**config.mk**
```make
export PLATFORM = sky130hd
export DESIGN_NAME = fetch_unit
export DESIGN_NICKNAME = d
export VERILOG_FILES = /design/src/rtl/fetch_unit.sv
export SDC_FILE = /design/constraint.sdc
export NUM_CORES = 1
export LEC_CHECK = 0
export BUFFER_PORTS_ARGS = -buffer_cell sky130_fd_sc_hd__buf_4
export CAP_MARGIN = 20
export CORE_UTILIZATION = 40
export CTS_CLUSTER_DIAMETER = 30
export CTS_CLUSTER_SIZE = 24
export DETAILED_ROUTE_END_ITERATION = 12
export PLACE_DENSITY = 0.74
export SLEW_MARGIN = 20
export SYNTH_ARGS = -nofsm -noshare
export SYNTH_HDL_FRONTEND = slang
export SYNTH_SLANG_ARGS = --single-unit
```
**constraint.sdc**
```tcl
create_clock -name clk_i -period 6.2 [get_ports clk_i]
set_input_delay 0 -clock clk_i [delete_from_list [all_inputs] [get_ports clk_i]]
set_output_delay 0 -clock clk_i [all_outputs]
set_load 0.02 [all_outputs]
```
**src/rtl/fetch_unit.sv**
```systemverilog
// fetch_unit: instruction fetch stage that owns the fetch PC, issues imem requests and buffers responses for IF/ID
module fetch_unit #(
    parameter int            DW        = 32,
    parameter logic [DW-1:0] RESET_PC  = '0,
    parameter int            BUF_DEPTH = 2
) (
    input  logic          clk_i,
    input  logic          rst_ni,
    output logic          imem_req_o,
    output logic [DW-1:0] imem_addr_o,
    input  logic          imem_gnt_i,
    input  logic          imem_rvalid_i,
    input  logic [DW-1:0] imem_rdata_i,
    input  logic          stall_i,
    input  logic          redirect_i,
    input  logic [DW-1:0] redirect_pc_i,
    output logic          valid_f_o,
    output logic [DW-1:0] instr_f_o,
    output logic [DW-1:0] pc_f_o,
    output logic [DW-1:0] pc_plus_4_f_o
);

    localparam int            CW  = $clog2(BUF_DEPTH + 1);
    localparam int            PW  = BUF_DEPTH > 1 ? $clog2(BUF_DEPTH) : 1;
    localparam logic [DW-1:0] NOP = DW'(32'h0000_0013);

    logic [DW-1:0] fetch_pc;
    logic [DW-1:0] head_pc;
    logic [DW-1:0] redirect_pc;
    logic [CW-1:0] outstanding;
    logic [CW-1:0] discard_cnt;
    logic [CW-1:0] buf_count;
    logic [CW-1:0] resp_left;
    logic [CW:0]   load;
    logic [PW-1:0] rd_ptr;
    logic [PW-1:0] wr_ptr;
    logic [DW-1:0] buf_mem [BUF_DEPTH];
    logic          accept;
    logic          resp;
    logic          push;
    logic          pop;

    function automatic logic [PW-1:0] ptr_inc(input logic [PW-1:0] p);
        return (p == PW'(BUF_DEPTH - 1)) ? '0 : p + 1'b1;
    endfunction

    assign redirect_pc = redirect_pc_i & ~DW'(3);

    // Handshake decode; the slot freed by this cycle's pop is reusable at once so gnt=1 sustains one instr per cycle
    always_comb begin
        valid_f_o  = (buf_count != '0) && !redirect_i;
        pop        = valid_f_o && !stall_i;
        load       = {1'b0, outstanding} + {1'b0, buf_count} - {{CW{1'b0}}, pop};
        imem_req_o = rst_ni && !redirect_i && (load < (CW + 1)'(BUF_DEPTH));
        accept     = imem_req_o && imem_gnt_i;
        resp       = imem_rvalid_i && (outstanding != '0);
        push       = resp && (discard_cnt == '0) && !redirect_i;
        resp_left  = outstanding - CW'(resp);
    end

    // IF/ID facing outputs; NOP whenever no real instruction is presented
    always_comb begin
        imem_addr_o   = fetch_pc;
        instr_f_o     = valid_f_o ? buf_mem[rd_ptr] : NOP;
        pc_f_o        = head_pc;
        pc_plus_4_f_o = head_pc + DW'(4);
    end

    // Fetch PC and in-flight bookkeeping; a redirect turns every still-pending response into a discard
    always_ff @(posedge clk_i or negedge rst_ni) begin
        if (!rst_ni) begin
            fetch_pc    <= RESET_PC;
            outstanding <= '0;
            discard_cnt <= '0;
        end else if (redirect_i) begin
            fetch_pc    <= redirect_pc;
            outstanding <= resp_left;
            discard_cnt <= resp_left;
        end else begin
            if (accept)
                fetch_pc <= fetch_pc + DW'(4);
            outstanding <= outstanding + CW'(accept) - CW'(resp);
            if (resp && discard_cnt != '0)
                discard_cnt <= discard_cnt - 1'b1;
        end
    end

    // Buffer pointers and head PC; a redirect empties the buffer and restarts the presented PC
    always_ff @(posedge clk_i or negedge rst_ni) begin
        if (!rst_ni) begin
            head_pc   <= RESET_PC;
            buf_count <= '0;
            rd_ptr    <= '0;
            wr_ptr    <= '0;
        end else if (redirect_i) begin
            head_pc   <= redirect_pc;
            buf_count <= '0;
            rd_ptr    <= '0;
            wr_ptr    <= '0;
        end else begin
            if (pop) begin
                head_pc <= head_pc + DW'(4);
                rd_ptr  <= ptr_inc(rd_ptr);
            end
            if (push)
                wr_ptr <= ptr_inc(wr_ptr);
            buf_count <= buf_count + CW'(push) - CW'(pop);
        end
    end

    // Instruction storage; contents are meaningless while the matching count is zero, so no reset
    always_ff @(posedge clk_i) begin
        if (push)
            buf_mem[wr_ptr] <= imem_rdata_i;
    end

    a_rvalid_expected: assert property (@(posedge clk_i) disable iff (!rst_ni)
        imem_rvalid_i |-> outstanding != '0);

    a_within_cap: assert property (@(posedge clk_i) disable iff (!rst_ni)
        ({1'b0, outstanding} + {1'b0, buf_count}) <= (CW + 1)'(BUF_DEPTH));

endmodule

```
==> reports/metrics.yaml, run 1 <==
outcome:
  status: "completed"
timing:
  final.min_clock_period_ps: 3620
  finalCritPeriodShare: 0.583
  setup_viol: 0
  relSlewSlack: 0.262
  setup_ws_ps: 2580
  rsz0062_at_grt: "false"
  fmax_mhz: 276
  skew_ps: 11.7
  drv_slew: 0
  hold_violations: 0
  setup_tns_ps: 0
  whs_ps: 40.0
  tightest_slew_ps: 1100
place:
  dpl_worst_slack_ps: 2470
  postPlaceCellArea_um2: 8440
  port_buffers: 191
  place_congestion: 0.883
  hpwl_um: 13100
grt:
  grt_pass1_wl_um: 31200
  grt_max_degree: 69
  overflow: 0
  grt_usage: 0.229
  grt_pass1_vias: 6046
  antenna_found_initial: 1
critical_path:
  cpMaxStageDelayCell: "inv_1"
  crit_start: "buf_count[0]"
  end_kind: "register"
  slowest_delay_ps: 710
  crit_fanout: 32
  rr_startpoint: "buf_count[0]"
  crit_chain: "o21bai_2, or2_2, xnor2_1, nand2_1, fa_1, xnor2_1, nor2_1, inv_1, ha_1, inv_1, ha_1, xnor2_1, o21ai_0, xnor2_1"
  crit_path_frequent_cell: "xnor2_1"
  worstSetupPathType: "reg -> reg"
  r2r-end: "outstanding[1]"
  required_ps: 6490
  rrSetupSlack_ps: 2580
  critical_path_arrival_ps: 3910
  ff2ff_path_depth: 14
  start_kind: "register"
synth:
  ys_seq_area_frac: 0.531
  synth_cell_types: 53
  yosysWarnings: 0
  synth_top_flop_cell: "dfrtp_1"
  syn_area_per_cell_um2: 10.4
  synth_area_um2: 6830
  synth-seq-cells: 132
  synth_edf_count: 64
  synthCells: 659
  ys_async_sr_fraction: 0.515
cts:
  path_clk_slew_ps: 60
  cts_tree: "built"
  cts_buffer_depth: 2
  htree_levels: 4
  cts_root_buffer: "clkbuf_16"
  numCtsBuffers: 17
  insertion_delay_ps: 420
  post-cts-setup-buffers: 0
  cts_sinks: 132
  post_cts_resized: 0
  hold_buffers: 62
floorplanning:
  die_height_um: 133
  die_area_um2: 17600
  core_um2: 16600
  initial_utilization: 0.410
  fp.dieW_um: 133
  fp-row-count: 47
  io_pins: 200
route:
  first_pass_iters: 5
  wl_per_cell_um: 17.4
  drtIter0Drc: 508
  drc: 0
  vias: 6077
  wl_um: 19800
  antenna_left: 0
  via_per_inst: 5.34
finish:
  final_nets: 985
  drive_above_1_share: 0.264
  final_cell_mix: "buf_4, nand2_1, dfrtp_1"
  final_area_um2: 9630
  synthToLayoutAreaGrowth_pct: 41.1
  final_common_cell: "buf_4"
worst_hold_path:
  hold_depth: 3
  hold_class: "in -> reg"
  whs_endpoint: "imem_addr_o[23]"
  min_from: "redirect_pc_i[23]"
flow_run:
  maxCapViolCount: 0
pwr:
  vdd_drop_max_mv: 0.281
  p_leak_uw: 0.00391
  powerDensity_nw_per_um2: 296
  p_total_uw: 2850
[where the power goes]
part	total (uW)	internal [uW]	switching, uW
clock network	952	569	382
registers	1150	1020	127
logic	753	338	415
total	2850	1930	924
[routing by layer]
metal  vias up  GRT usage  routed length, um
met4         0      0.103                507
met2       250      0.377               9690
li1       2840          -                  -
met5         -          0                  0
met3        44     0.0579               1410
met1      2943      0.284               8210
[through the flow]
| stage | util | instances |
|---|---|---|
| 2_1_floorplan | - | 664 |
| 3_3_place_gp | 0.507 | 1044 |
| 3_5_place_dp | 0.507 | 1044 |
| 4_1_cts | 0.578 | 1138 |
| 5_1_grt | 0.579 | 1139 |
| 6_report | 0.579 | 1139 |
[worst max-delay path: cells and delay by family, from the launching register on]
family	cells	cell delay [ps]
adder cells (fa/ha/maj)	3	900
buffers and inverters	2	760
XOR/XNOR	4	640
AND/OR/NAND/NOR	3	550
flip-flops	1	420
AO/OA/AOI/OAI	2	190
[sequential cells by signal, summed over array words and instances, names as in the netlist]
register,flops
wr_ptr,1
rd_ptr,1
outstanding,2
imem_addr_o,30
pc_f_o,30
discard_cnt,2
buf_mem,64
buf_count,2
[synth_stat cells (2+ instances only)]
master / count / area (um^2)
nor3_1: 13 / 65.1
nand4_1: 29 / 181
and3_1: 8 / 50.1
clkbuf_1: 26 / 97.6
buf_4: 6 / 45.0
nor3b_1: 2 / 15.0
o211ai_1: 15 / 113
and2_1: 8 / 50.1
nand2_1: 77 / 289
or3_1: 2 / 12.5
o31a_1: 2 / 17.5
nand3_1: 36 / 180
ha_1: 9 / 113
inv_1: 19 / 71.3
nand2b_1: 3 / 18.8
o21a_1: 2 / 15.0
nor2b_1: 2 / 12.5
o311ai_0: 9 / 78.8
a31oi_1: 8 / 50.1
mux2_2: 2 / 22.5
edfxtp_1: 64 / 1920
a41oi_1: 3 / 26.3
nor2_1: 67 / 251
nor4_1: 2 / 12.5
nor4_4: 2 / 42.5
dfrtp_1: 68 / 1700
xnor2_1: 34 / 298
mux2i_1: 35 / 350
a21oi_1: 4 / 20.0
xor2_1: 30 / 263
buf_2: 4 / 20.0
o21ai_0: 47 / 235
[how the worst max path moves through the flow]
stage / to / slack [ps] / cells past startpoint
2_1_floorplan: outstanding[1] / 2660 / 16
3_3_place_gp: outstanding[1] / 2520 / 15
3_5_place_dp: outstanding[1] / 2470 / 15
4_1_cts: outstanding[1] / 2590 / 14
5_1_grt: outstanding[1] / 2380 / 14
6_report: outstanding[1] / 2580 / 14
[kinds of logic (layout without fill, tap and decap cells)]
family          after synthesis  count (layout)  share of synthesized area
simple gates                263             263                      0.190
flops                       132             132                      0.531
compound gates               94              94                     0.0863
xor+xnor                     64              64                     0.0821
buf+inv                      58             312                     0.0361
mux                          37              37                     0.0546
fa+ha+maj                    10              10                     0.0194
other cells                   1               7                   0.000549
[layout make-up]
type / count / area, um^2
repair buffers: 260 / 2110
well taps: 220 / 275
clock inverters: 13 / 108
inverters: 20 / 75.1
multi-input cells: 474 / 2980
fillers: 1367 / 7010
flip-flops and latches: 132 / 3620
clock buffers: 19 / 453
diodes: 1 / 2.50
(Power assumes the default switching activity.)
==> run 2, diff against run 1 <==
- clock period: 6.2 -> 3.5 ns (I/O delays scaled with it)
==> run 2 against run 1 <==
- via count down 1.2%
- routed wire length down 2.2%
- sequential share of layout area down 0.28 points
- sequential cell count unchanged
- critical endpoint unchanged
- largest cell class unchanged
- sequential power up 77%
- clock power up 88%
- worst hold slack worse by 31 ps
==> reports/metrics.yaml, run 2 (synthesized netlist as in run 1, its figures left out) <==
outcome:
  status: "completed"
timing:
  setup_viol: 0  # unchanged
  fmax_mhz: 310  # +12%
  skew_ps: 9.18  # -2.53 ps
  relSlewSlack: 0.355  # +0.0922
  setup_ws_ps: 272  # -2310 ps
  tightest_slew_ps: 968  # -134 ps
  drv_slew: 0  # unchanged
  hold_violations: 0  # unchanged
  final.min_clock_period_ps: 3230  # -390 ps
  setup_tns_ps: 0  # unchanged
  rsz0062_at_grt: "false"
  finalCritPeriodShare: 0.922  # +0.339
pwr:
  p_total_uw: 5160  # +81%
  powerDensity_nw_per_um2: 532  # +80%
  p_leak_uw: 0.00395  # +1.2%
  vdd_drop_max_mv: 0.408  # +45%
flow_run:
  maxCapViolCount: 0  # unchanged
grt:
  antenna_found_initial: 0  # -1
  grt_pass1_wl_um: 30400  # -2.6%
  grt_max_degree: 69  # unchanged
  grt_pass1_vias: 5780  # -4.4%
  grt_usage: 0.224  # -0.00545
  overflow: 0  # unchanged
cts:
  post-cts-setup-buffers: 0  # unchanged
  numCtsBuffers: 17  # unchanged
  path_clk_slew_ps: 60  # about the same
  cts_tree: "built"
  htree_levels: 4  # unchanged
  insertion_delay_ps: 420  # about the same
  cts_root_buffer: "clkbuf_16"
  cts_sinks: 132  # unchanged
  cts_buffer_depth: 2  # unchanged
place:
  place_congestion: 0.905  # +2.5%
  port_buffers: 191  # unchanged
  dpl_worst_slack_ps: 266  # -2200 ps
  hpwl_um: 12900  # -1.0%
route:
  wl_um: 19400  # -2.2%
  drc: 0  # unchanged
  vias: 6005  # -1.2%
  wl_per_cell_um: 17.0  # -2.5%
  antenna_left: 0  # unchanged
  via_per_inst: 5.26  # -1.4%
  first_pass_iters: 5  # unchanged
  drtIter0Drc: 367  # -28%
floorplanning:
  fp-row-count: 47  # unchanged
  fp.dieW_um: 133  # unchanged
  die_height_um: 133  # unchanged
  core_um2: 16600  # unchanged
  die_area_um2: 17600  # unchanged
  initial_utilization: 0.410  # unchanged
  io_pins: 200  # unchanged
critical_path:
  critical_path_arrival_ps: 3570  # -340 ps
  end_kind: "register"
  start_kind: "register"
  worstSetupPathType: "reg -> reg"
  crit_fanout: 11  # -66%
  required_ps: 3840  # -2650 ps
worst_hold_path:
  hold_class: "in -> reg"
finish:
  final_common_cell: "buf_4"
  synthToLayoutAreaGrowth_pct: 42.1
  drive_above_1_share: 0.271  # +0.00753
  final_cell_mix: "buf_4, nand2_1, dfrtp_1"
  fill_cells: 1335  # -2.3%
  final_nets: 989  # +0.41%
  regMostFlops: "buf_mem"
  largest_register_ffs: 64  # unchanged
  n_antenna_cell: 0  # -1
## run 2: per-layer routing
layer,global-route usage,part of all wire,vias to the layer above,wire length (um)
met5,0,0,-,0
met4,0.0939,0.022,0,428
met3,0.0609,0.081,35,1560
met2,0.367,0.48,263,9230
met1,0.278,0.42,2856,8150
li1,-,-,2851,-
## run 2: final timing paths
check | start | endpoint | slack [ps] | depth (start not counted)
min reg2reg | imem_addr_o[14] | imem_addr_o[14] | 550 | 1
max | buf_count[0] | outstanding[1] | 270 | 14
min in group asynchronous | rst_ni | imem_addr_o[28] | 430 | 3
min | redirect_pc_i[23] | imem_addr_o[23] | 9 | 3
max reg2reg | buf_count[0] | outstanding[1] | 270 | 14
max in group asynchronous | rst_ni | rd_ptr | 2460 | 3
## run 2: power breakdown
part | switching [uW] | internal [uW]
Clock | 723 | 1070
Combinational | 740 | 604
Sequential | 221 | 1800
Total | 1680 | 3480
## run 2: timing repair
item,in CTS,in global routing
gates resized for setup,0,1
hold endpoints to repair,190,0
hold buffers,62,0
setup endpoints to repair,0,1
## run 2: per-stage QoR
step                      instance area [um^2]  instances  hold WS (ps)   util
after global routing                      9700       1142          23.0  0.583
after global placement                    8480       1048           185  0.509
after detailed placement                  8480       1048           187  0.509
after CTS                                 9690       1142          6.84  0.582
after floorplan                           6850        664          -296      -
final                                     9700       1142          9.18  0.583
## run 2: area by class of cell
cell class,count,area (um^2),share of cell area
multi-input cells,474,2990,0.309
clock inverters,15,170,0.0175
well taps,220,275,0.0284
flip-flops and latches,132,3620,0.374
clock buffers,17,425,0.0439
repair buffers,264,2140,0.220
inverters,20,75.1,0.00774
## run 2: worst max-delay path, stage by stage (launching register included)
cell	delay [ps]
dfrtp_1	430
o21bai_2	90
or2_2	380
xnor2_1	200
nand2_1	90
fa_1	500
nand4b_1	160
nor2_4	220
inv_1	90
ha_1	280
inv_1	40
ha_1	180
xnor2_1	120
o21ai_0	230
xnor2_1	150
==> run 3, diff against run 2 <==
- CORE_UTILIZATION: 40 -> 52
- PLACE_DENSITY: 0.74 -> 0.9
==> run 3 against run 2 <==
- final area down 0.41%
- power rose by 1.3%
- routed wire length rose by 12%
- worst hold slack better by 32 ps
- global-route usage increased by 9.9 points
- clock-buffer cell count rose by 1
- combinational power rose by 4%
- register-to-register slack got worse by 30 ps
- sequential power about the same
- cell count shrank 3.7%
- critical path depth did not move
==> reports/metrics.yaml, run 3 (synthesized netlist as in run 1, its figures left out) <==
floorplanning:
  die_area_um2: 13600  # -23%
  die_height_um: 117  # -12%
  fp-row-count: 41  # -13%
  core_um2: 12700  # -24%
  io_pins: 200  # unchanged
  initial_utilization: 0.536  # +0.126
  fp.dieW_um: 117  # -12%
timing:
  skew_ps: 13.3  # +4.15 ps
  drv_slew: 0  # unchanged
  hold_violations: 0  # unchanged
  rsz0062_at_grt: "false"
  setup_tns_ps: 0  # unchanged
  finalCritPeriodShare: 0.932  # +0.00973
  tightest_slew_ps: 1030  # +59.5 ps
  final.min_clock_period_ps: 3260  # +34.1 ps
  fmax_mhz: 307  # -1.0%
  relSlewSlack: 0.315  # -0.0396
  setup_ws_ps: 238  # -34.1 ps
  setup_viol: 0  # unchanged
route:
  via_per_inst: 5.92  # +13%
  vias: 6510  # +8.4%
  antenna_left: 0  # unchanged
  drtIter0Drc: 721  # +96%
  first_pass_iters: 5  # unchanged
  wl_per_cell_um: 19.7  # +16%
  drc: 0  # unchanged
  wl_um: 21600  # +12%
cts:
  insertion_delay_ps: 420  # about the same
  numCtsBuffers: 17  # unchanged
  cts_root_buffer: "clkbuf_16"
  path_clk_slew_ps: 60  # about the same
  post_cts_resized: 0  # unchanged
  cts_sinks: 132  # unchanged
  cts_buffer_depth: 2  # unchanged
  htree_levels: 4  # unchanged
  cts_tree: "built"
place:
  postPlaceCellArea_um2: 8430  # -0.53%
  hpwl_um: 13100  # +1.3%
  place_congestion: 0.889  # -1.8%
  port_buffers: 191  # unchanged
  placedCellCount: 1002  # -4.4%
  dpl_worst_slack_ps: 497  # +231 ps
critical_path:
  start_kind: "register"
  path_buf_inv: 2  # unchanged
  cp_top_family: "adder cells"
  required_ps: 3820  # -20 ps
  cpMaxStageDelayCell: "fa_1"
  crit_fanout: 11  # unchanged
  crit_chain: "o21bai_2, or2_2, xnor2_1, nand2_1, fa_1, nand4b_1, nor2_2, inv_1, ha_1, inv_1, ha_1, xnor2_1, o21ai_0, xnor2_1"
  worstSetupPathType: "reg -> reg"
  end_kind: "register"
  slowest_delay_ps: 510  # about the same
  critical_path_arrival_ps: 3590  # +20 ps
  crit_path_frequent_cell: "xnor2_1"
grt:
  antenna_found_initial: 1  # +1
  met3_usage: 0.0618  # +0.000834
  grt_pass1_wl_um: 32600  # +7.2%
  top_usage_layer: "met2"
  grt_max_degree: 70  # +1.4%
  grt_usage: 0.322  # +0.0987
  overflow: 0  # unchanged
  grt_pass1_vias: 6261  # +8.3%
  met1_usage: 0.410  # +0.132
  grtUsageMet2: 0.512  # +0.146
flow_run:
  maxCapViolCount: 0  # unchanged
finish:
  final_nets: 992  # +0.30%
  largest_register_ffs: 64  # unchanged
  final_area_um2: 9660  # -0.41%
  regMostFlops: "buf_mem"
  synthToLayoutAreaGrowth_pct: 41.5
  final_cell_mix: "buf_4, nand2_1, dfrtp_1"
  drive_above_1_share: 0.269  # -0.00196
  final_common_cell: "buf_4"
  stdcell_count: 1100  # -3.7%
pwr:
  vdd_drop_max_mv: 0.396  # -2.9%
  p_leak_uw: 0.00396  # +0.12%
  powerDensity_nw_per_um2: 541  # +1.7%
outcome:
  status: "completed"
worst_hold_path:
  hold_class: "in -> reg"
==> run 3: cell type report <==
type | instances | area, um^2
diodes | 3 | 7.51
clock buffers | 18 | 429
clock inverters | 14 | 161
fillers | 781 | 3060
inverters | 20 | 75.1
multi-input cells | 474 | 2990
flip-flops and latches | 132 | 3620
well taps | 172 | 215
repair buffers | 267 | 2160
==> run 3: worst reg2reg max path, delay by kind of cell, from the launching register on <==
family | cells | cell delay, ps
adder cells (fa/ha/maj) | 3 | 960
AND/OR/NAND/NOR | 4 | 800
XOR/XNOR | 3 | 480
flip-flops | 1 | 440
AO/OA/AOI/OAI | 2 | 390
buffers and inverters | 2 | 120
==> run 3: final timing paths <==
path                                   end  depth (start not counted)             from  slack (ps)
max                         outstanding[1]                         14     buf_count[0]         240
min                              pc_f_o[4]                          4          stall_i          40
max reg2reg                 outstanding[1]                         14     buf_count[0]         240
min reg2reg                imem_addr_o[14]                          1  imem_addr_o[14]         560
max in group asynchronous           rd_ptr                          3           rst_ni        2480
min in group asynchronous       pc_f_o[17]                          3           rst_ni         360
==> run 3: what timing repair did <==
item	4_1_cts	5_1_grt
setup buffers	0	0
setup endpoints to repair	0	0
hold buffers	63	0
endpoints found under the hold margin	190	0
==> run 3: metal layers <==
metal	vias up	share of wire
li1	2869	-
met1	3065	0.37
met2	460	0.48
met3	116	0.091
met4	0	0.054
met5	-	0
==> run 3: where the power goes <==
group	total (uW)	internal [uW]	switching [uW]	leakage (uW)
logic	1390	610	778	0.00227
registers	2040	1810	233	0.00140
clock network	1800	1110	686	0.000281
total	5230	3530	1700	0.00396
==> run 3: stage by stage <==
step           total power (uW)   util  hold slack, ps
6_report                   5230  0.759            41.0
5_1_grt                    5420  0.759            65.4
4_1_cts                    5170  0.759            22.5
3_5_place_dp               3320  0.663             188
3_3_place_gp               3280  0.663             185
2_1_floorplan              2790      -            -296
